--- config.mk ---
export PLATFORM = sky130hd
export DESIGN_NAME = uart_pkg_rx_flat
export DESIGN_NICKNAME = d
export VERILOG_FILES = /design/src/rtl/uart_pkg_rx_pkg.sv /design/src/rtl/uart_pkg_rx_if.sv /design/src/rtl/uart_pkg_timeout.sv /design/src/rtl/uart_pkg_rx.sv /design/src/flat_wrapper.sv
export SDC_FILE = /design/constraint.sdc
export NUM_CORES = 1
export LEC_CHECK = 0
export CAP_MARGIN = 40
export CORE_MARGIN = 2
export CORE_UTILIZATION = 56
export CTS_BUF_LIST = sky130_fd_sc_hd__clkbuf_8
export CTS_CLUSTER_DIAMETER = 200
export DETAILED_ROUTE_END_ITERATION = 16
export PLACE_DENSITY = 0.95
export SYNTH_ARGS = -nofsm -noshare
export SYNTH_HDL_FRONTEND = slang
export SYNTH_SLANG_ARGS = --single-unit
export TNS_END_PERCENT = 50
--- constraint.sdc ---
create_clock -name clk -period 4.44 [get_ports clk]
set_input_delay 0.666 -clock clk [delete_from_list [all_inputs] [get_ports clk]]
set_output_delay 0.666 -clock clk [all_outputs]
set_load 0.005 [all_outputs]
--- src/rtl/uart_pkg_rx_pkg.sv ---
// Shared definitions for the debug package stream (receive decoder and transmit packager).
// Frame: SYNC, header {kind, addr, 0}, data[31:0] MSB first, optional XOR checksum.
`ifndef RstEnable
`define RstEnable 1'b1
`endif

package uart_pkg_rx_pkg;

  localparam int unsigned BYTE_W = 8;
  localparam int unsigned KIND_W = 2;
  localparam int unsigned ADDR_W = 5;
  localparam int unsigned DATA_W = 32;
  localparam int unsigned CNT_W  = 16;

  localparam logic [KIND_W-1:0] KIND_REG   = 2'b00;
  localparam logic [KIND_W-1:0] KIND_ALU   = 2'b01;
  localparam logic [KIND_W-1:0] KIND_INST  = 2'b10;
  localparam logic [KIND_W-1:0] KIND_OTHER = 2'b11;

  localparam logic [ADDR_W-1:0] ALU_SLOT_INST   = 5'd1;
  localparam logic [ADDR_W-1:0] ALU_SLOT_REG1   = 5'd2;
  localparam logic [ADDR_W-1:0] ALU_SLOT_REG2   = 5'd3;
  localparam logic [ADDR_W-1:0] ALU_SLOT_RESULT = 5'd4;
  localparam logic [ADDR_W-1:0] OTHER_SLOT_PC   = 5'd1;
  localparam logic [ADDR_W-1:0] OTHER_SLOT_HI   = 5'd2;
  localparam logic [ADDR_W-1:0] OTHER_SLOT_LO   = 5'd3;

  localparam logic [BYTE_W-1:0] SYNC_BYTE_DEFAULT    = 8'hA5;
  localparam int unsigned       BYTE_TIMEOUT_DEFAULT = 83312;

  typedef enum logic [2:0] {
    S_HUNT,
    S_HDR,
    S_DATA,
    S_CSUM,
    S_DONE
  } state_e;

  typedef struct packed {
    logic [KIND_W-1:0] kind;
    logic [ADDR_W-1:0] addr;
    logic [DATA_W-1:0] data;
  } pkt_t;

  // Header byte as placed on the wire; bit0 is reserved and must be zero.
  function automatic logic [BYTE_W-1:0] hdr_byte(input logic [KIND_W-1:0] kind,
                                                 input logic [ADDR_W-1:0] addr);
    return {kind, addr, 1'b0};
  endfunction

endpackage

--- src/rtl/uart_pkg_rx_if.sv ---
// Byte-in / package-out bundle of the debug package receiver.
interface uart_pkg_rx_if;
  import uart_pkg_rx_pkg::*;

  logic              rx_valid;
  logic [BYTE_W-1:0] rx_byte;
  logic              pkt_valid;
  logic [KIND_W-1:0] pkt_kind;
  logic [ADDR_W-1:0] pkt_addr;
  logic [DATA_W-1:0] pkt_data;
  logic              pkt_err;
  logic              burst_done;
  logic [CNT_W-1:0]  good_cnt;
  logic [CNT_W-1:0]  err_cnt;

  modport master (
    output rx_valid, rx_byte,
    input  pkt_valid, pkt_kind, pkt_addr, pkt_data, pkt_err, burst_done, good_cnt, err_cnt
  );

  modport slave (
    input  rx_valid, rx_byte,
    output pkt_valid, pkt_kind, pkt_addr, pkt_data, pkt_err, burst_done, good_cnt, err_cnt
  );
endinterface

--- src/rtl/uart_pkg_timeout.sv ---
// Loadable down-counter; expired_c flags an enabled counter that has run down to zero.
`ifndef RstEnable
`define RstEnable 1'b1
`endif

module uart_pkg_timeout #(
  parameter int unsigned WIDTH = 17
) (
  input  logic             clk,
  input  logic             resetn,
  input  logic             clear,
  input  logic             load,
  input  logic [WIDTH-1:0] load_value,
  input  logic             enable,
  output logic             expired_c
);

  logic [WIDTH-1:0] count;

  // Load beats clear so a byte arriving as the counter idles still rearms it.
  always_ff @(posedge clk or posedge resetn) begin
    if (resetn == `RstEnable) begin
      count <= '0;
    end else if (load) begin
      count <= load_value;
    end else if (clear) begin
      count <= '0;
    end else if (enable && (count != '0)) begin
      count <= count - WIDTH'(1);
    end
  end

  assign expired_c = enable && (count == '0);

endmodule

--- src/rtl/uart_pkg_rx.sv ---
// Debug package stream decoder: sync hunt, frame reassembly, good/error counting.
// Define PKG_RX_CHECKSUM_EN to expect a trailing XOR checksum byte on each frame.
`ifndef RstEnable
`define RstEnable 1'b1
`endif

module uart_pkg_rx
  import uart_pkg_rx_pkg::*;
#(
  parameter int unsigned       BYTE_TIMEOUT = BYTE_TIMEOUT_DEFAULT,
  parameter logic [BYTE_W-1:0] SYNC_BYTE    = SYNC_BYTE_DEFAULT
) (
  input logic          clk,
  input logic          resetn,
  uart_pkg_rx_if.slave bus
);

  localparam int unsigned TMR_W = $clog2(BYTE_TIMEOUT + 1);
`ifdef PKG_RX_CHECKSUM_EN
  localparam int unsigned SHIFT_W = DATA_W;
`else
  localparam int unsigned SHIFT_W = DATA_W - BYTE_W;
`endif

  state_e             state;
  state_e             state_nxt;
  logic [1:0]         byte_cnt;
  logic [SHIFT_W-1:0] shift;
  logic [KIND_W-1:0]  hdr_kind;
  logic [ADDR_W-1:0]  hdr_addr;
`ifdef PKG_RX_CHECKSUM_EN
  logic [BYTE_W-1:0]  csum;
`endif

  pkt_t               pkt_q;
  logic               valid_q;
  logic               err_q;
  logic               burst_q;
  logic [CNT_W-1:0]   good_q;
  logic [CNT_W-1:0]   errs_q;

  logic               accept_c;
  logic               err_c;
  logic               hdr_load_c;
  logic               data_shift_c;
  logic [DATA_W-1:0]  data_final_c;
  logic               tmr_en_c;
  logic               tmr_exp_c;

  uart_pkg_timeout #(.WIDTH(TMR_W)) u_timeout (
    .clk        (clk),
    .resetn     (resetn),
    .clear      (!tmr_en_c),
    .load       (bus.rx_valid),
    .load_value (TMR_W'(BYTE_TIMEOUT - 1)),
    .enable     (tmr_en_c),
    .expired_c  (tmr_exp_c)
  );

  always_ff @(posedge clk or posedge resetn) begin
    if (resetn == `RstEnable) state <= S_HUNT;
    else                      state <= state_nxt;
  end

  // Next state and per-byte strobes; a byte on the timeout cycle takes precedence.
  always_comb begin
    state_nxt    = state;
    accept_c     = 1'b0;
    err_c        = 1'b0;
    hdr_load_c   = 1'b0;
    data_shift_c = 1'b0;
    data_final_c = {shift[DATA_W-BYTE_W-1:0], bus.rx_byte};
    tmr_en_c     = (state == S_HDR) || (state == S_DATA) || (state == S_CSUM);
    case (state)
      S_HUNT, S_DONE: begin
        if (bus.rx_valid && (bus.rx_byte == SYNC_BYTE)) state_nxt = S_HDR;
        else                                            state_nxt = S_HUNT;
      end
      S_HDR: begin
        if (bus.rx_valid) begin
          if (bus.rx_byte[0]) begin
            err_c     = 1'b1;
            state_nxt = S_HUNT;
          end else begin
            hdr_load_c = 1'b1;
            state_nxt  = S_DATA;
          end
        end else if (tmr_exp_c) begin
          err_c     = 1'b1;
          state_nxt = S_HUNT;
        end
      end
      S_DATA: begin
        if (bus.rx_valid) begin
          data_shift_c = 1'b1;
          if (byte_cnt == 2'd3) begin
`ifdef PKG_RX_CHECKSUM_EN
            state_nxt = S_CSUM;
`else
            accept_c  = 1'b1;
            state_nxt = S_DONE;
`endif
          end
        end else if (tmr_exp_c) begin
          err_c     = 1'b1;
          state_nxt = S_HUNT;
        end
      end
`ifdef PKG_RX_CHECKSUM_EN
      S_CSUM: begin
        if (bus.rx_valid) begin
          if (bus.rx_byte == csum) begin
            accept_c     = 1'b1;
            data_final_c = shift;
            state_nxt    = S_DONE;
          end else begin
            err_c     = 1'b1;
            state_nxt = S_HUNT;
          end
        end else if (tmr_exp_c) begin
          err_c     = 1'b1;
          state_nxt = S_HUNT;
        end
      end
`endif
      default: state_nxt = S_HUNT;
    endcase
  end

  // Frame assembly and registered outputs; packet fields persist across errors.
  always_ff @(posedge clk or posedge resetn) begin
    if (resetn == `RstEnable) begin
      byte_cnt <= '0;
      shift    <= '0;
      hdr_kind <= '0;
      hdr_addr <= '0;
`ifdef PKG_RX_CHECKSUM_EN
      csum     <= '0;
`endif
      pkt_q    <= '0;
      valid_q  <= 1'b0;
      err_q    <= 1'b0;
      burst_q  <= 1'b0;
      good_q   <= '0;
      errs_q   <= '0;
    end else begin
      if (hdr_load_c) begin
        hdr_kind <= bus.rx_byte[7:6];
        hdr_addr <= bus.rx_byte[5:1];
        byte_cnt <= '0;
`ifdef PKG_RX_CHECKSUM_EN
        csum     <= bus.rx_byte;
`endif
      end
      if (data_shift_c) begin
        shift    <= {shift[SHIFT_W-BYTE_W-1:0], bus.rx_byte};
        byte_cnt <= byte_cnt + 2'(1);
`ifdef PKG_RX_CHECKSUM_EN
        csum     <= csum ^ bus.rx_byte;
`endif
      end
      valid_q <= accept_c;
      err_q   <= err_c;
      burst_q <= accept_c && (hdr_kind == KIND_OTHER) && (hdr_addr == OTHER_SLOT_LO);
      if (accept_c) begin
        pkt_q.kind <= hdr_kind;
        pkt_q.addr <= hdr_addr;
        pkt_q.data <= data_final_c;
        good_q     <= good_q + CNT_W'(1);
      end
      if (err_c) errs_q <= errs_q + CNT_W'(1);
    end
  end

  assign bus.pkt_valid  = valid_q;
  assign bus.pkt_kind   = pkt_q.kind;
  assign bus.pkt_addr   = pkt_q.addr;
  assign bus.pkt_data   = pkt_q.data;
  assign bus.pkt_err    = err_q;
  assign bus.burst_done = burst_q;
  assign bus.good_cnt   = good_q;
  assign bus.err_cnt    = errs_q;

endmodule

--- src/flat_wrapper.sv ---
// flat-port wrapper written by rule: the top's interface ports become plain ports
module uart_pkg_rx_flat import uart_pkg_rx_pkg::*;
#(
  parameter int unsigned       BYTE_TIMEOUT = BYTE_TIMEOUT_DEFAULT,
  parameter logic [BYTE_W-1:0] SYNC_BYTE    = SYNC_BYTE_DEFAULT
)
  (clk, resetn, bus_rx_valid, bus_rx_byte, bus_pkt_valid, bus_pkt_kind, bus_pkt_addr, bus_pkt_data, bus_pkt_err, bus_burst_done, bus_good_cnt, bus_err_cnt);
  uart_pkg_rx_if bus_i ();
  input logic clk;
  input logic resetn;
  input wire logic [$bits(bus_i.rx_valid)-1:0] bus_rx_valid;
  input wire logic [$bits(bus_i.rx_byte)-1:0] bus_rx_byte;
  output wire logic [$bits(bus_i.pkt_valid)-1:0] bus_pkt_valid;
  output wire logic [$bits(bus_i.pkt_kind)-1:0] bus_pkt_kind;
  output wire logic [$bits(bus_i.pkt_addr)-1:0] bus_pkt_addr;
  output wire logic [$bits(bus_i.pkt_data)-1:0] bus_pkt_data;
  output wire logic [$bits(bus_i.pkt_err)-1:0] bus_pkt_err;
  output wire logic [$bits(bus_i.burst_done)-1:0] bus_burst_done;
  output wire logic [$bits(bus_i.good_cnt)-1:0] bus_good_cnt;
  output wire logic [$bits(bus_i.err_cnt)-1:0] bus_err_cnt;
  assign bus_i.rx_valid = bus_rx_valid;
  assign bus_i.rx_byte = bus_rx_byte;
  assign bus_pkt_valid = bus_i.pkt_valid;
  assign bus_pkt_kind = bus_i.pkt_kind;
  assign bus_pkt_addr = bus_i.pkt_addr;
  assign bus_pkt_data = bus_i.pkt_data;
  assign bus_pkt_err = bus_i.pkt_err;
  assign bus_burst_done = bus_i.burst_done;
  assign bus_good_cnt = bus_i.good_cnt;
  assign bus_err_cnt = bus_i.err_cnt;
  uart_pkg_rx #(.BYTE_TIMEOUT(BYTE_TIMEOUT), .SYNC_BYTE(SYNC_BYTE)) u_core (.clk(clk), .resetn(resetn), .bus(bus_i));
endmodule
==> metrics.txt, run 1 <==
status=finished clean; Post-synth ARST share=1.00; EDFF count, synth=0; Max clock buf depth=2; warnings from Yosys=0; DRC=0; initial core utilization=0.582; share of the yosys chip area belonging to registers=0.585; Final #Nets=591; Mean Syn Cell Area=11.3 um^2; Fin. Hold Viols=0; minimum clock period=2460 ps; Final Setup Violations=0; Syn Nets=496; PwrDens=472 nW/um^2; CTS Sinks=127; Pint=0.00230 W; initial antenna violation count=0; Max VDD drop=286 uV; Worst-Margin Slew=788 ps; Antenna Cells=0; data required time of the worst path=4760 ps; Worst Path Class, Setup=input pin to register; Core ar.=9330 um^2; die area=10500 um^2; top cell type's share of synthesized area=0.585; sequential group share of total power=0.491; CTS buffer count=17; CP max FO=21; chip height=102 um; vias in the first global route=4147; grt ovf=0; DP HPWL=8360 um; Skew-Pair Late Insertion Delay=440 ps; via count=4199; RSZ-0062 raised after global routing=no; P_leak=3.13 nW; Final period util=0.554; top cells by area, synth=dfrtp_1 59%, nand2_1 8.8%, mux2_2 7.9%, xnor2_1 4.8%, nand4_1 1.6%; first-pass GRT wire length=21100 um; Die X=102 um; switching share of power=0.287; setup bufs post-CTS=0; WP data arrival=2780 ps; wire length per cell=18.4 um; share of cells above drive strength 1=0.172; placed insts=685; DR iter-0 viols=236; top-level I/O count=85; largest net degree at the start of global routing=74; num rows=35; CTS root buf=clkbuf_8; Synth Instances=480; most used flip-flop cell after synthesis=dfrtp_1; max-slew violation count=0; cell taking the most area after synthesis=dfrtp_1; max-cap violations=0; Clk pwr share=0.315; Fmax achieved=0.406 GHz; vias per cell=5.86; synthesized area=5430 um^2; Placer Congestion=0.878; Rel. slew slack=0.472; Layout area overhead=26.1%; final wirelength=13200 um; PostCTS Resize Cnt=0; Post-Layout Cell Count=717; Reg clk slew, reported paths=80 ps; CTS tree=done; CTS H-Tree Depth=4; crit end category=register; First-pass DRT Iterations=6; flops & latches, synth=127; Worst Setup Start Kind=input pin; gr usage total=0.267; Sw Pwr=0.000926 W; PortBufs=84; DRT antenna net count=0; Combinational Power Share=0.195; Setup Skew=16.7 ps; cts hold-fix bufs=0; Hold Crit Class=input pin to async pin; Synth cell types=57; setup_tns=0 ps
==> per-layer routing <==
layer | up-vias | track usage | share of wire
met5 | - | 0 | 0
met4 | 0 | 0.113 | 0.036
met3 | 53 | 0.0595 | 0.062
met2 | 208 | 0.444 | 0.51
met1 | 2111 | 0.339 | 0.39
li1 | 1827 | - | -
==> synth_stat cells (5+ instances only) <==
master and count:
nand2_1 128, clkbuf_1 7, nor3_1 5, dfrtp_1 127, nand3_1 8, xnor2_1 30, and3_1 10, xor2_1 10
nor2_1 21, nand4_1 14, o21bai_1 5, buf_2 5, mux2_2 38, inv_1 5, ha_1 5
==> cell usage in the layout (no fill, tap or decap), types with 5 or more instances in the layout <==
master             n
and3_1            10
nor3_1             5
nand4_1           14
inv_1              5
clkdlybuf4s50_1   84
buf_4              7
mux2_2            38
clkbuf_8          18
nand3_1            8
xor2_1            10
xnor2_1           30
ha_1               5
nand2_1          128
nor2_1            21
dfrtp_1          127
o21bai_1           5
==> cell type report <==
type	instances	area, um^2
clock buffer	18	248
tap	129	161
multi-input combinational	331	2160
fill	560	2480
clock inverter	14	159
timing repair buffer	92	921
sequential	127	3180
inverter	6	25.0
==> power by group through the flow <==
stage | combinational [W] | sequential [W] | clock (W)
4_1_cts | 0.000637 | 0.00158 | 0.00103
6_report | 0.000629 | 0.00158 | 0.00102
3_5_place_dp | 0.000616 | 0.00159 | 0
3_3_place_gp | 0.000575 | 0.00157 | 0
2_1_floorplan | 0.000278 | 0.00156 | 0
5_1_grt | 0.000685 | 0.00161 | 0.00108
==> registers in the layout (all words and copies together), names as in the netlist <==
register	count
u_core.bus.burst_done	1
u_core.bus.err_cnt	16
u_core.bus.good_cnt	16
u_core.bus.pkt_addr	5
u_core.bus.pkt_data	32
u_core.bus.pkt_err	1
u_core.bus.pkt_kind	2
u_core.bus.pkt_valid	1
u_core.byte_cnt	2
u_core.hdr_addr	5
u_core.hdr_kind	2
u_core.shift	24
u_core.state	3
u_core.u_timeout.count	17
==> worst paths after layout <==
kind	from	to	slack, ps	depth (start not counted)
min in group clk	u_core.shift[23]$_DFFE_PP0P_	u_core.bus.pkt_data[31]$_DFFE_PP0P_	470	2
max	bus_rx_valid	u_core.bus.pkt_data[4]$_DFFE_PP0P_	1980	7
min reg2reg	u_core.shift[23]$_DFFE_PP0P_	u_core.bus.pkt_data[31]$_DFFE_PP0P_	470	2
min	resetn	u_core.bus.good_cnt[10]$_DFFE_PP0P_	450	2
max in group asynchronous	resetn	u_core.bus.pkt_data[11]$_DFFE_PP0P_	3040	4
max reg2reg	u_core.u_timeout.count[8]$_DFFE_PP0P_	u_core.bus.err_cnt[1]$_DFFE_PP0P_	2140	4
==> worst max-delay path, cell delays in order <==
cell and delay (ps):
clkdlybuf4s50_1 400, buf_4 190, and4bb_2 260, nand2_1 100
clkinv_1 480, buf_4 400, mux2_2 280
==> through the flow <==
step | util | power [W] | hold slack, ps | setup slack, ps | instance area (um^2)
CTS | 0.734 | 0.00324 | 433 | 2020 | 6850
global placement | 0.688 | 0.00215 | 450 | 1630 | 6410
detailed placement | 0.691 | 0.00221 | 463 | 1570 | 6440
finish | 0.734 | 0.00323 | 449 | 1980 | 6850
global route | 0.734 | 0.00337 | 449 | 1850 | 6850
floorplan | - | 0.00184 | 426 | 390 | 5430
==> logic make-up after synthesis <==
family | after synthesis | share of synthesized area
compound gates | 28 | 0.0403
xor+xnor | 40 | 0.0645
fa+ha+maj | 5 | 0.0115
buf+inv | 22 | 0.0177
flops | 127 | 0.585
mux | 38 | 0.0788
simple gates | 220 | 0.202
(Power assumes the default switching activity.)
==> run 2, diff against run 1 <==
==> constraint.sdc (replaced) <==
create_clock -name clk -period 2.5 [get_ports clk]
set_input_delay 0.375 -clock clk [delete_from_list [all_inputs] [get_ports clk]]
set_output_delay 0.375 -clock clk [all_outputs]
set_load 0.005 [all_outputs]
==> metrics.txt, run 2 (same netlist as run 1, synthesis figures left out) <==
setup_tns=0 ps (unchanged); initial core utilization=0.582 (unchanged); max-cap violations=0 (unchanged); num rows=35 (unchanged); minimum clock period=2030 ps; CTS buffer count=17 (unchanged); Reg clk slew, reported paths=80 ps (about the same); area of the multi-input gates=2160 um^2 (unchanged); PwrDens=825 nW/um^2 (+75%); grt met3 use=0.0595 (unchanged); CP max FO=11 (-48%); Worst Path Class, Setup=register to register; DRT antenna net count=0 (unchanged); Hold Crit Class=input pin to async pin; DP HPWL=7830 um (-6.4%); CTS tree=done; chip height=102 um (unchanged); top-level I/O count=85 (unchanged); filler instances=547 (-2.3%); Setup Skew=7.76 ps (-8.94 ps); gr usage total=0.250 (-0.0170); DR iter-0 viols=303 (+28%); crit end category=register; Placer Congestion=0.855 (-2.6%); Antenna Cells=0 (unchanged); design area=6860 um^2 (+0.11%); RSZ-0062 raised after global routing=no; Final period util=0.813; max-slew violation count=0 (unchanged); Max VDD drop=534 uV (+87%); grt ovf=0 (unchanged); Critical Path Source=u_core.u_timeout.count[8]$_DFFE_PP0P_; final wirelength=12400 um (-5.5%); Final Setup Violations=0 (unchanged); First-pass DRT Iterations=5 (-1); PnR Total Power=0.00566 W (+75%); status=finished clean; most frequent cells in the layout=128 x nand2_1, 127 x dfrtp_1, 84 x clkdlybuf4s50_1, 38 x mux2_2, 30 x xnor2_1; Rel. slew slack=0.555 (+0.0826); max reg flops=32 (unchanged); Worst Setup Start Kind=register; initial antenna violation count=0 (unchanged); CTS root buf=clkbuf_8; Layout area overhead=26.2%; wire length per cell=17.3 um (-5.6%); PostCTS Resize Cnt=0 (unchanged); M2 GR Usage=0.398 (-0.0458); PortBufs=84 (unchanged); share of cells above drive strength 1=0.175 (+0.00310); Die X=102 um (unchanged); GR peak layer=met2; Fin. Hold Viols=0 (unchanged); vias per cell=5.69 (-2.9%); most common cell after layout, fill and taps aside=nand2_1; Fmax achieved=0.492 GHz; Worst-Margin Slew=667 ps (-121 ps); GR met1 Demand/Resource=0.319 (-0.0204); Max clock buf depth=2 (unchanged); Reg area=3180 um^2 (unchanged); DRC=0 (unchanged); vias in the first global route=4008 (-3.4%); data required time of the worst path=2820 ps (-1940 ps); die area=10500 um^2 (unchanged); via count=4084 (-2.7%); Core ar.=9330 um^2 (unchanged); first-pass GRT wire length=19900 um (-5.7%); worst reg2reg startpoint=u_core.u_timeout.count[8]$_DFFE_PP0P_; Final #Nets=593 (+0.34%); setup bufs post-CTS=0 (unchanged); Skew-Pair Late Insertion Delay=430 ps (about the same); P_leak=3.13 nW (+0.14%); WP data arrival=2350 ps (-430 ps); cts hold-fix bufs=0 (unchanged); CTS H-Tree Depth=4 (unchanged); dpl cell area=6460 um^2 (+0.33%); CTS Sinks=127 (unchanged); largest net degree at the start of global routing=128 (+73%)
run 2: cell count changes in the layout (fill, tap and decap cells not counted):
cell	delta
buf_12	+2
buf_16	-1
buf_4	+1
clkbuf_8	-1
clkinv_2	+2
clkinv_4	+1
clkinvlp_4	-1
inv_1	-1
inv_4	-1
run 2: path summary, 6_finish.rpt:
check / endpoint / slack [ps] / depth (start not counted)
worst max-delay path: u_core.bus.err_cnt[1]$_DFFE_PP0P_ / 470 / 5
worst min-delay path: u_core.bus.err_cnt[12]$_DFFE_PP0P_ / 460 / 3
worst max register to register: u_core.bus.err_cnt[1]$_DFFE_PP0P_ / 470 / 5
worst min register to register: u_core.bus.good_cnt[15]$_DFFE_PP0P_ / 480 / 1
max in group asynchronous: u_core.bus.pkt_addr[2]$_DFFE_PP0P_ / 1520 / 3
min in group clk: u_core.bus.good_cnt[15]$_DFFE_PP0P_ / 480 / 1
run 2: critical path, cell delays in order (launching register included):
cell     delay, ps
dfrtp_1        440
nor3_2         450
nand4_1        290
o21ai_2        190
buf_4          210
mux2_2         340
run 2: layer usage:
metal  vias up  routed length [um]  share of wire
li1       1826                   -              -
met1      2026                5070           0.41
met2       183                6190           0.50
met3        49                 745          0.060
met4         0                 439          0.035
met5         -                   0              0
run 2: cell type report:
type,count,share of cell area
well taps,129,0.0235
flip-flops and latches,127,0.464
multi-input cells,331,0.314
inverters,6,0.00383
clock buffers,17,0.0341
clock inverters,14,0.0232
repair buffers,94,0.137
run 2: power breakdown:
group	total (W)	switching (W)	internal [W]
combinational	0.00109	0.000421	0.000669
clock	0.00176	0.000861	0.000898
sequential	0.00281	0.000319	0.00249
run 2: through the flow:
| step | cells | hold slack, ps | util | setup WS, ps |
|---|---|---|---|---|
| final | 718 | 463 | 0.735 | 467 |
| after CTS | 718 | 481 | 0.735 | 493 |
| after floorplan | 480 | 426 | - | 558 |
| after detailed placement | 687 | 454 | 0.693 | 54.8 |
| after global placement | 687 | 448 | 0.693 | 254 |
| after global routing | 718 | 497 | 0.735 | 356 |
==> run 3, diff against run 2 <==
--- a/config.mk
+++ b/config.mk
@@ -7,11 +7,11 @@
 export LEC_CHECK = 0
 export CAP_MARGIN = 40
 export CORE_MARGIN = 2
-export CORE_UTILIZATION = 56
+export CORE_UTILIZATION = 50
 export CTS_BUF_LIST = sky130_fd_sc_hd__clkbuf_8
 export CTS_CLUSTER_DIAMETER = 200
 export DETAILED_ROUTE_END_ITERATION = 16
-export PLACE_DENSITY = 0.95
+export PLACE_DENSITY = 0.9
 export SYNTH_ARGS = -nofsm -noshare
 export SYNTH_HDL_FRONTEND = slang
 export SYNTH_SLANG_ARGS = --single-unit
==> constraint.sdc (replaced) <==
create_clock -name clk -period 1.8 [get_ports clk]
set_input_delay 0.27 -clock clk [delete_from_list [all_inputs] [get_ports clk]]
set_output_delay 0.27 -clock clk [all_outputs]
set_load 0.005 [all_outputs]
==> metrics.txt, run 3 (same netlist as run 1, synthesis figures left out) <==
status=finished, violations left; failing checks=setup timing; first-pass GRT wire length=20900 um (+4.8%); vias in the first global route=4229 (+5.5%); worst setup margin=-93.5 ps (-560 ps); WP buf/inv=1 (unchanged); CP max FO=6 (-5); Reg2Reg Depth=6 (+1); filler instances=732 (+34%); wire length per cell=17.0 um (-1.7%); Fin. Hold Viols=0 (unchanged); design area=7280 um^2 (+6.2%); Reg area=3180 um^2 (unchanged); CTS Sinks=127 (unchanged); most frequent cells in the layout=127 x dfrtp_1, 124 x nand2_1, 84 x clkdlybuf4s50_1, 49 x buf_4, 37 x mux2_2; dpl cell area=6750 um^2 (+4.5%); Fmax achieved=0.528 GHz (+7.4%); Rel. slew slack=0.665 (+0.110); initial antenna violation count=0 (unchanged); Max clock buf depth=2 (unchanged); Setup Skew=9.79 ps (+2.02 ps); CTS H-Tree Depth=4 (unchanged); DRC=0 (unchanged); DP HPWL=8660 um (+11%); CTS root buf=clkbuf_8; Antenna Cells=0 (unchanged); Final Setup Violations=18 (+18); Die X=108 um (+5.6%); Skew-Pair Late Insertion Delay=440 ps (about the same); max incr delay on CP=410 ps (-40 ps); Final #Nets=639 (+7.8%); Placer Congestion=0.890 (+4.0%); DR iter-0 viols=308 (+1.7%); crit path cell chain=nor4_4 > nand4_4 > o21ai_4 > buf_6 > nand3_2 > a22o_1; area of the multi-input gates=2260 um^2 (+5.0%); share of cells above drive strength 1=0.252 (+0.0775); Reg clk slew, reported paths=70 ps (about the same); cts hold-fix bufs=0 (unchanged); minimum clock period=1890 ps (-140 ps); Post-Place Setup Slack=-208 ps (-263 ps); max reg flops=32 (unchanged); Worst path slowest cell=dfrtp_1; Worst-Margin Slew=501 ps (-167 ps); PwrDens=1030 nW/um^2 (+25%); Layout area overhead=34.1%; setup_tns=-760 ps (-760 ps); RSZ-0062 raised after global routing=yes; CTS tree=done; top-level I/O count=85 (unchanged); placed insts=733 (+6.7%); PortBufs=84 (unchanged); WP data arrival=2210 ps (-140 ps); P_leak=3.37 nW (+7.6%); gr usage total=0.232 (-0.0178); chip height=108 um (+5.6%); vias per cell=5.42 (-4.6%); num rows=38 (+8.6%); Core ar.=10700 um^2 (+15%); final wirelength=13200 um (+6.0%); First-pass DRT Iterations=5 (unchanged); largest net degree at the start of global routing=89 (-30%); max-cap violations=0 (unchanged); Worst Path Class, Setup=register to register; initial core utilization=0.508 (-0.0746); data required time of the worst path=2110 ps (-710 ps); Final period util=1.05 (+0.239); Worst Setup Start Kind=register; die area=11700 um^2 (+12%); max-slew violation count=0 (unchanged); total stage count of the critical path=6 (+1); Hold Crit Class=input pin to async pin; Max VDD drop=664 uV (+24%); hold slack final=98.5 ps (-364 ps); most common cell after layout, fill and taps aside=dfrtp_1; Post-Layout Cell Count=774 (+7.8%); grt ovf=0 (unchanged); CP delay by family, top=simple AND/OR/NAND/NOR gates; CTS buffer count=17 (unchanged); via count=4198 (+2.8%); crit end category=register; DRT antenna net count=0 (unchanged)
==> run 3: cell count changes in the layout (fill, tap and decap cells not counted), sizes merged <==
cell,change
buf,+46
bufinv,-2
clkbuf,+1
clkinv,-3
clkinvlp,+5
inv,-2
==> run 3: power by group <==
part,switching (W),internal (W)
registers,0.000451,0.00346
clock network,0.00110,0.000951
logic,0.000592,0.000978
total,0.00215,0.00539
==> run 3: area by class of cell <==
class / count / area share
Clock inverter: 12 / 0.0105
Inverter: 6 / 0.00361
Sequential cell: 127 / 0.437
Timing Repair Buffer: 140 / 0.180
Multi-Input combinational cell: 331 / 0.311
Tap cell: 140 / 0.0241
Clock buffer: 18 / 0.0340
==> run 3: worst paths after layout <==
kind	to	slack (ps)	from
worst max-delay path	u_core.bus.err_cnt[4]$_DFFE_PP0P_	-90	u_core.u_timeout.count[2]$_DFFE_PP0P_
worst min-delay path	u_core.bus.good_cnt[5]$_DFFE_PP0P_	100	resetn
worst max register to register	u_core.bus.err_cnt[4]$_DFFE_PP0P_	-90	u_core.u_timeout.count[2]$_DFFE_PP0P_
worst min register to register	u_core.bus.pkt_data[23]$_DFFE_PP0P_	480	u_core.bus.pkt_data[23]$_DFFE_PP0P_
max in group asynchronous	u_core.shift[3]$_DFFE_PP0P_	1040	resetn
min in group clk	u_core.bus.pkt_data[23]$_DFFE_PP0P_	480	u_core.bus.pkt_data[23]$_DFFE_PP0P_
==> run 3: metal layers <==
metal  up-vias  track usage  part of all wire
li1       1911            -                 -
met1      2116        0.286              0.41
met2       145        0.395              0.51
met3        26       0.0705             0.057
met4         0       0.0687             0.020
met5         -            0                 0
==> run 3: timing repair <==
action | in CTS | in global routing
resized for setup | 6 | 20
buffers inserted | 5 | 5
setup endpoints to repair | 18 | 31
gates cloned | 1 | 0
pin swaps | 9 | 4
==> run 3: worst register-to-register path, stage by stage (launching register included) <==
cell     delay (ps)
dfrtp_1         410
nor4_4          410
nand4_4         250
o21ai_4         220
buf_6           160
nand3_2          80
a22o_1          240
==> run 3: per-stage QoR <==
step	power [W]	utilization
2_1_floorplan	0.00453	-
3_3_place_gp	0.00536	0.631
3_5_place_dp	0.00548	0.631
4_1_cts	0.00755	0.668
5_1_grt	0.00791	0.681
6_report	0.00753	0.681
